File: config.mk
export PLATFORM = sky130hd
export DESIGN_NAME = param_sum_sequencer
export DESIGN_NICKNAME = d
export VERILOG_FILES = /design/src/rtl/param_sum_sequencer.sv
export SDC_FILE = /design/constraint.sdc
export NUM_CORES = 1
export LEC_CHECK = 0
export CORE_MARGIN = 3
export CORE_UTILIZATION = 40
export CTS_BUF_LIST = sky130_fd_sc_hd__clkbuf_16
export DETAILED_ROUTE_END_ITERATION = 6
export PLACE_DENSITY = 0.62
export SLEW_MARGIN = 40
export SYNTH_ARGS = -nofsm -noshare
export SYNTH_HDL_FRONTEND = slang
export SYNTH_SLANG_ARGS = --single-unit
File: constraint.sdc
create_clock -name clk -period 4.5 [get_ports clk]
set_clock_uncertainty 0.2 [all_clocks]
set_input_delay 0.9 -clock clk [delete_from_list [all_inputs] [get_ports clk]]
set_output_delay 0.9 -clock clk [all_outputs]
set_load 0.005 [all_outputs]
File: src/rtl/param_sum_sequencer.sv
// ============================================================================
// Module   : param_sum_sequencer
// Brief    : Per-frame sum of COUNT streamed operands offset by constant P,
//            built on one shared adder and returned on a valid/ready output.
// Revision : 1.0 - initial release
// ============================================================================
`default_nettype none

module param_sum_sequencer #(
    parameter int        WIDTH = 32,
    parameter int signed P     = 1,
    parameter int        COUNT = 2
) (
    input  logic             clk,
    input  logic             rst,
    input  logic             start,
    output logic             busy,
    input  logic [WIDTH-1:0] in_data,
    input  logic             in_valid,
    output logic             in_ready,
    output logic [WIDTH-1:0] out_data,
    output logic             out_valid,
    input  logic             out_ready,
    output logic [7:0]       op_cnt
);

    localparam logic [WIDTH-1:0] C_SEED = WIDTH'(P);
    localparam logic [7:0]       C_LAST = 8'(COUNT - 1);

    typedef enum logic [1:0] {
        ST_IDLE  = 2'd0,
        ST_ACCUM = 2'd1,
        ST_DONE  = 2'd2
    } state_t;

    state_t           r_state;
    state_t           w_next;
    logic [WIDTH-1:0] r_acc;
    logic [WIDTH-1:0] r_out;
    logic [7:0]       r_cnt;
    logic [WIDTH-1:0] w_sum;
    logic             w_beat;
    logic             w_last;

    assign w_sum  = r_acc + in_data;
    assign w_beat = (r_state == ST_ACCUM) && in_valid;
    assign w_last = w_beat && (r_cnt == C_LAST);

    always_ff @(posedge clk or posedge rst) begin
        if (rst) begin
            r_state <= ST_IDLE;
        end else begin
            r_state <= w_next;
        end
    end

    always_comb begin
        w_next = r_state;
        case (r_state)
            ST_IDLE:  if (start)     w_next = ST_ACCUM;
            ST_ACCUM: if (w_last)    w_next = ST_DONE;
            ST_DONE:  if (out_ready) w_next = ST_IDLE;
            default:                 w_next = ST_IDLE;
        endcase
    end

    // The result register is loaded only on the final beat, so it holds the
    // previous frame's sum through IDLE and the next ACCUM phase.
    always_ff @(posedge clk or posedge rst) begin
        if (rst) begin
            r_acc <= '0;
            r_cnt <= '0;
            r_out <= '0;
        end else begin
            if (r_state == ST_IDLE && start) begin
                r_acc <= C_SEED;
                r_cnt <= '0;
            end
            if (w_beat) begin
                r_acc <= w_sum;
                r_cnt <= r_cnt + 8'd1;
            end
            if (w_last) begin
                r_out <= w_sum;
            end
        end
    end

    assign busy      = (r_state != ST_IDLE);
    assign in_ready  = (r_state == ST_ACCUM);
    assign out_valid = (r_state == ST_DONE);
    assign out_data  = r_out;
    assign op_cnt    = r_cnt;

endmodule

`default_nettype wire

==> flow_metrics.py, run 1 <==
metrics = {
    "clocking": {
        "htreeDepth": 3,
        "cts_resized": 0,
        "cts.clk_slew.worst_paths_ns": 0.06,
        "root_buffer": "clkbuf_16",
        "cts_tree": "yes",
        "post_cts_buffers": 0,
        "ctsHoldBuffers": 0,
        "cts_buffer_depth": 2,
        "clkSinkCount": 74,
        "cts-buffers-inserted": 9,
        "clk_latency_ns": 0.33,
    },
    "power_and_ir_drop": {
        "pwr-share-clk_pct": 17.3,
        "comb_power_share_pct": 54.6,
        "vdd_ir_drop_max_mv": 0.4111,
        "powerDensity_nw_per_um2": 683.3,
        "p_int_uw": 2357,
        "p_seq_share_pct": 28.2,
        "switching_power_uw": 1605,
        "p_leak_uw": 0.002551,
        "swShare_pct": 40.52,
    },
    "worst_setup_path": {
        "cp-startpoint": "in_data[0]",
        "cpMaxStageDelayCell": "a2111o_1",
        "rrSetupSlack_ns": 1.09,
        "crit_path_max_fanout": 4,
        "cp_num_buf_inv": 1,
        "critical-path-max-stage-delay_ns": 0.44,
        "setup.worst_path.end": "out_data[30]",
        "r2r_cells": 10,
        "critPathArrivalTime_ns": 4.01,
        "cp_top_family": "compound AO/OA/AOI/OAI gates",
        "crit_type": "input pin to flip-flop",
        "r2r-end": "out_data[30]",
        "cp_num_cells": 11,
        "endpoint_kind": "flip-flop",
        "startpoint_type": "input pin",
        "r2r-start": "r_acc[0]",
        "worstPathCellList": "clkdlybuf4s50_1, ha_1, fa_1, a21o_1, a221oi_4, o311ai_2, a2111o_1, a311o_1, a21oi_1, mux2i_1, o21ai_0",
        "crit_required_ns": 4.50,
    },
    "placed_design": {
        "place_ws_ns": 0.1641,
        "place_congestion": 0.8504,
        "port_buffers": 79,
        "dp_hpwl_um": 8757,
        "postPlaceCellArea_um2": 5519,
    },
    "final_layout": {
        "syn_to_final_growth_pct": 26.65,
        "fill_cells": 1065,
        "layout.nets": 651,
        "final_layout_size_suffix_gt1_share_pct": 6.154,
        "fin_area_um2": 5798,
        "diodes": 0,
    },
    "yosys": {
        "synth-seq-area-share_pct": 40.45,
        "synthMuxAreaShare_pct": 2.842,
        "yosys.area_share.simple_pct": 15.66,
        "ys_warn_count": 0,
        "synth.top_cell.area_share_pct": 40.45,
        "yosys.area_share.xor_xnor_pct": 5.849,
        "synth_top_family_by_area": "compound AO/OA/AOI/OAI gates",
        "syn_nets": 580,
        "yosysUniqueCellTypes": 55,
        "synth.largest_area_cell": "dfrtp_1",
        "ys.flop_type": "dfrtp_1",
        "synth_area_leaders": "dfrtp_1 (40%), ha_1 (9.0%), o21ai_0 (8.4%), nand2_1 (6.1%), a21oi_1 (4.0%)",
        "netlist_area_um2": 4578,
        "synth_fa_ha_area_share_pct": 9.456,
        "synth_compound_area_share_pct": 22.68,
        "yosys_register_bits": 74,
        "synth_edf_count": 0,
        "syn_avg_cell_area_um2": 8.994,
        "post-synth-top-count-cell": "o21ai_0",
        "synthTopCellsByCount": "o21ai_0 (77), dfrtp_1 (74), nand2_1 (74)",
        "syn_inst": 509,
        "async_flop_share_pct": 100.0,
    },
    "floorplan": {
        "row_count": 38,
        "die_w_um": 113.0,
        "die-area_um2": 12760,
        "boundaryPins": 80,
        "core_area_um2": 11030,
        "start_util_pct": 41.50,
        "die_h_um": 113.0,
    },
    "route": {
        "wl_um": 11910,
        "initialDrtViolationCount": 182,
        "wl_per_cell_um": 16.43,
        "via_per_inst": 5.550,
        "first_pass_iters": 5,
        "ant_nets": 0,
        "drc": 0,
        "routed-via-count": 4024,
    },
    "min_path": {
        "hold_path.class": "flip-flop to flip-flop",
    },
    "sta": {
        "clock.fmax_mhz": 249.3,
        "rsz0062_at_grt": "false",
        "setup_tns_ns": 0,
        "finalMaxSlewViolations": 0,
        "slew_headroom_pct": 50.70,
        "postLayoutSetupSlackWorst_ns": 0.4894,
        "worst_slew_pin_slew_ns": 0.7384,
        "period_share_pct": 89.12,
        "setup_viol": 0,
        "hold_violations": 0,
        "layout_min_cycle_time_ns": 4.011,
    },
    "flow_run": {
        "cap_violations": 0,
    },
    "global_routing": {
        "grt_pass1_vias": 3974,
        "grt_first_pass_wirelength_um": 19920,
        "overflow": 0,
        "track_usage_pct": 19.09,
        "antenna_found_initial": 0,
        "grt_start_max_net_pins": 47,
    },
    "run_status": {
        "status": "complete, no violations",
    },
}
per-layer routing:
metal	up-vias	GRT usage, %	routed length [µm]
met4	0	4.888	159
li1	1991	-	-
met2	120	30.57	5571
met1	1900	26.12	5512
met5	-	0	0
met3	13	4.545	667
kinds of logic after synthesis:
family | after synthesis
compound gates | 169
simple gates | 154
flops | 74
buf+inv | 37
fa+ha+maj | 34
xor+xnor | 29
mux | 12
through the flow:
step / hold WS, ns / total power [µW] / cells / utilization (%)
2_1_floorplan: 0.2538 / 2508 / 509 / -
3_3_place_gp: 0.2611 / 3238 / 709 / 50.03
3_5_place_dp: 0.2695 / 3283 / 709 / 50.03
4_1_cts: 0.2818 / 3991 / 725 / 52.56
5_1_grt: 0.3057 / 4316 / 725 / 52.56
6_report: 0.2757 / 3962 / 725 / 52.56
registers in the layout, summed over array words and instances, names as in the netlist:
register  count
r_state       2
r_acc        32
op_cnt        8
out_data     32
tightest hold or removal path: stages, from the launching register on:
cell and delay (ns):
dfrtp_1 0.33, nand2_1 0.05, o21ai_0 0.06
cells in the final DEF, fill, tap and decap left out, types with 9 or more instances in the layout:
| cell type | netlist | final |
|---|---|---|
| inv_1 | 11 | 13 |
| clkbuf_16 | 0 | 9 |
| nand2_1 | 74 | 74 |
| nor2_1 | 22 | 22 |
| nand3_1 | 10 | 9 |
| clkdlybuf4s50_1 | 0 | 79 |
| o21ai_0 | 77 | 77 |
| a21oi_1 | 37 | 36 |
| a21o_1 | 10 | 10 |
| xnor2_1 | 17 | 17 |
| dfrtp_1 | 74 | 74 |
| nand4_1 | 14 | 14 |
| ha_1 | 33 | 33 |
| xor2_1 | 11 | 11 |
power groups by stage:
stage / registers (µW) / clock network [µW] / logic (µW)
detailed placement: 1120 / 0 / 2160
global route: 1150 / 728 / 2430
CTS: 1120 / 701 / 2170
finish: 1120 / 685 / 2160
floorplan: 1100 / 0 / 1410
global placement: 1120 / 0 / 2120
how the worst min path moves through the flow:
stage | slack (ns) | from | end | cells after the start
after floorplan | 0.25 | r_acc[10] | r_acc[10] | 2
after CTS | 0.28 | out_data[13] | out_data[13] | 2
after detailed placement | 0.27 | out_data[21] | out_data[21] | 2
final | 0.28 | out_data[13] | out_data[13] | 2
after global placement | 0.26 | out_data[16] | out_data[16] | 2
after global routing | 0.31 | out_data[15] | out_data[15] | 2
cell type report:
class	count	area, µm²	share of cell area [%]
Sequential cell	74	1852	31.94
Clock inverter	7	53.80	0.9279
Tap cell	140	175.2	3.021
Multi-Input combinational cell	398	2595	44.76
Clock buffer	9	225.2	3.884
Timing Repair Buffer	86	855.8	14.76
Inverter	11	41.29	0.7121
No activity file was read; power rests on OpenSTA's default activity.
==> inputs of run 2 (changes only) <==
CORE_MARGIN = unset   (was 3)
==> run 2 against run 1 <==
Against the previous run:
- design area shrank 0.22%
- final cell count shrank 0.14%
- critical path depth is the same
- worst hold slack gained 0.0020 ns
- die area shrank 7.0%
- sequential power is essentially flat
- highest routed layer unchanged
==> flow_metrics.py, run 2 (same netlist as run 1, synthesis figures left out) <==
metrics = {
    "run_status": {
        "status": "complete, no violations",
    },
    "worst_setup_path": {
        "crit_required_ns": 4.49,
        "r2r_cells": 10,
        "crit_path_max_fanout": 4,
        "r2r-start": "r_acc[0]",
        "cp-startpoint": "in_data[0]",
        "crit_type": "input pin to flip-flop",
        "r2r-end": "r_acc[30]",
        "endpoint_kind": "flip-flop",
        "critPathArrivalTime_ns": 4.03,
        "startpoint_type": "input pin",
        "rrSetupSlack_ns": 1.07,
    },
    "sta": {
        "finalMaxSlewViolations": 0,
        "whs_ns": 0.2777,
        "setup_viol": 0,
        "clock.fmax_mhz": 247.3,
        "period_share_pct": 89.86,
        "layout_min_cycle_time_ns": 4.044,
        "worst_slew_pin_slew_ns": 0.8138,
        "hold_violations": 0,
        "slew_headroom_pct": 45.62,
        "rsz0062_at_grt": "false",
        "setup_tns_ns": 0,
        "postLayoutSetupSlackWorst_ns": 0.4564,
    },
    "route": {
        "via_per_inst": 5.441,
        "drc": 0,
        "first_pass_iters": 4,
        "wl_um": 11340,
        "wl_per_cell_um": 15.67,
        "initialDrtViolationCount": 165,
        "routed-via-count": 3939,
        "ant_nets": 0,
    },
    "clocking": {
        "cts_tree": "yes",
        "root_buffer": "clkbuf_16",
        "post_cts_buffers": 0,
        "htreeDepth": 3,
        "clkSinkCount": 74,
        "cts.clk_slew.worst_paths_ns": 0.06,
        "cts_buffer_depth": 2,
        "ctsHoldBuffers": 0,
        "clk_latency_ns": 0.34,
        "cts_resized": 0,
        "cts-buffers-inserted": 9,
    },
    "placed_design": {
        "postPlaceCellArea_um2": 5532,
        "place_ws_ns": 0.1343,
        "place_congestion": 0.8448,
        "dp_hpwl_um": 8353,
        "port_buffers": 79,
    },
    "min_path": {
        "min_from": "out_data[18]",
        "hold_path.class": "flip-flop to flip-flop",
        "min_to": "out_data[18]",
        "hold-path-cell-count": 2,
    },
    "final_layout": {
        "final_cell_mix": "clkdlybuf4s50_1 (79), o21ai_0 (77), nand2_1 (74), dfrtp_1 (74), a21oi_1 (36)",
        "fin_area_um2": 5786,
        "layout.nets": 650,
        "utilization_pct": 52.68,
        "final_layout_size_suffix_gt1_share_pct": 5.993,
        "diodes": 0,
        "syn_to_final_growth_pct": 26.37,
        "final_common_cell": "clkdlybuf4s50_1",
    },
    "power_and_ir_drop": {
        "p_leak_uw": 0.002539,
        "vdd_ir_drop_max_mv": 0.3633,
        "powerDensity_nw_per_um2": 672.5,
    },
    "floorplan": {
        "start_util_pct": 41.68,
        "die_h_um": 109.0,
        "die-area_um2": 11880,
        "row_count": 38,
        "core_area_um2": 10980,
        "boundaryPins": 80,
        "die_w_um": 109.0,
    },
    "flow_run": {
        "cap_violations": 0,
    },
    "global_routing": {
        "antenna_found_initial": 0,
        "grt_start_max_net_pins": 75,
        "track_usage_pct": 21.11,
        "overflow": 0,
        "grt_first_pass_wirelength_um": 19220,
        "grt_pass1_vias": 3905,
    },
}
-- run 2: cell count changes in the layout (fill, tap and decap cells not counted) --
cell / change
clkinv_2: +1
clkinv_1: +1
buf_12: +1
bufinv_16: -1
a21oi_4: +1
inv_1: -1
buf_4: -2
a21oi_2: -1
-- run 2: worst max path at each step --
| stage | end | cells past startpoint |
|---|---|---|
| finish | r_acc[30] | 11 |
| global route | r_acc[30] | 11 |
| CTS | r_acc[30] | 11 |
| detailed placement | r_acc[30] | 11 |
| global placement | r_acc[30] | 11 |
| floorplan | out_data[26] | 10 |
-- run 2: per-stage QoR --
stage               total power [µW]  cells
floorplan                       2508    509
global placement                3248    708
detailed placement              3283    708
CTS                             3927    724
global route                    4229    724
finish                          3891    724
-- run 2: routing by layer --
metal	vias up	routed length (µm)	track usage (%)
li1	1972	-	-
met1	1849	5294	28.44
met2	100	5164	32.48
met3	18	632	4.483
met4	0	250	9.363
met5	-	0	0
-- run 2: layout make-up --
type,instances,area (µm²)
Inverter,11,41.29
Tap cell,140,175.2
Clock buffer,9,225.2
Sequential cell,74,1852
Multi-Input combinational cell,398,2603
Timing Repair Buffer,85,860.8
Fill cell,1025,5197
Clock inverter,7,28.78
-- run 2: where the power goes --
group | internal [µW] | leakage (µW) | switching [µW] | total (µW)
Clock | 361 | 0.000134 | 263 | 624
Sequential | 948 | 0.000938 | 165 | 1110
Combinational | 1000 | 0.00147 | 1150 | 2150
-- run 2: critical path: stages --
cell and delay [ns]:
clkdlybuf4s50_1 0.41, ha_1 0.23, fa_1 0.42, a21o_1 0.24, a221oi_4 0.36, o311ai_2 0.18
a2111o_1 0.44, a311o_1 0.32, a21oi_1 0.17, mux2i_1 0.24, o21ai_0 0.11
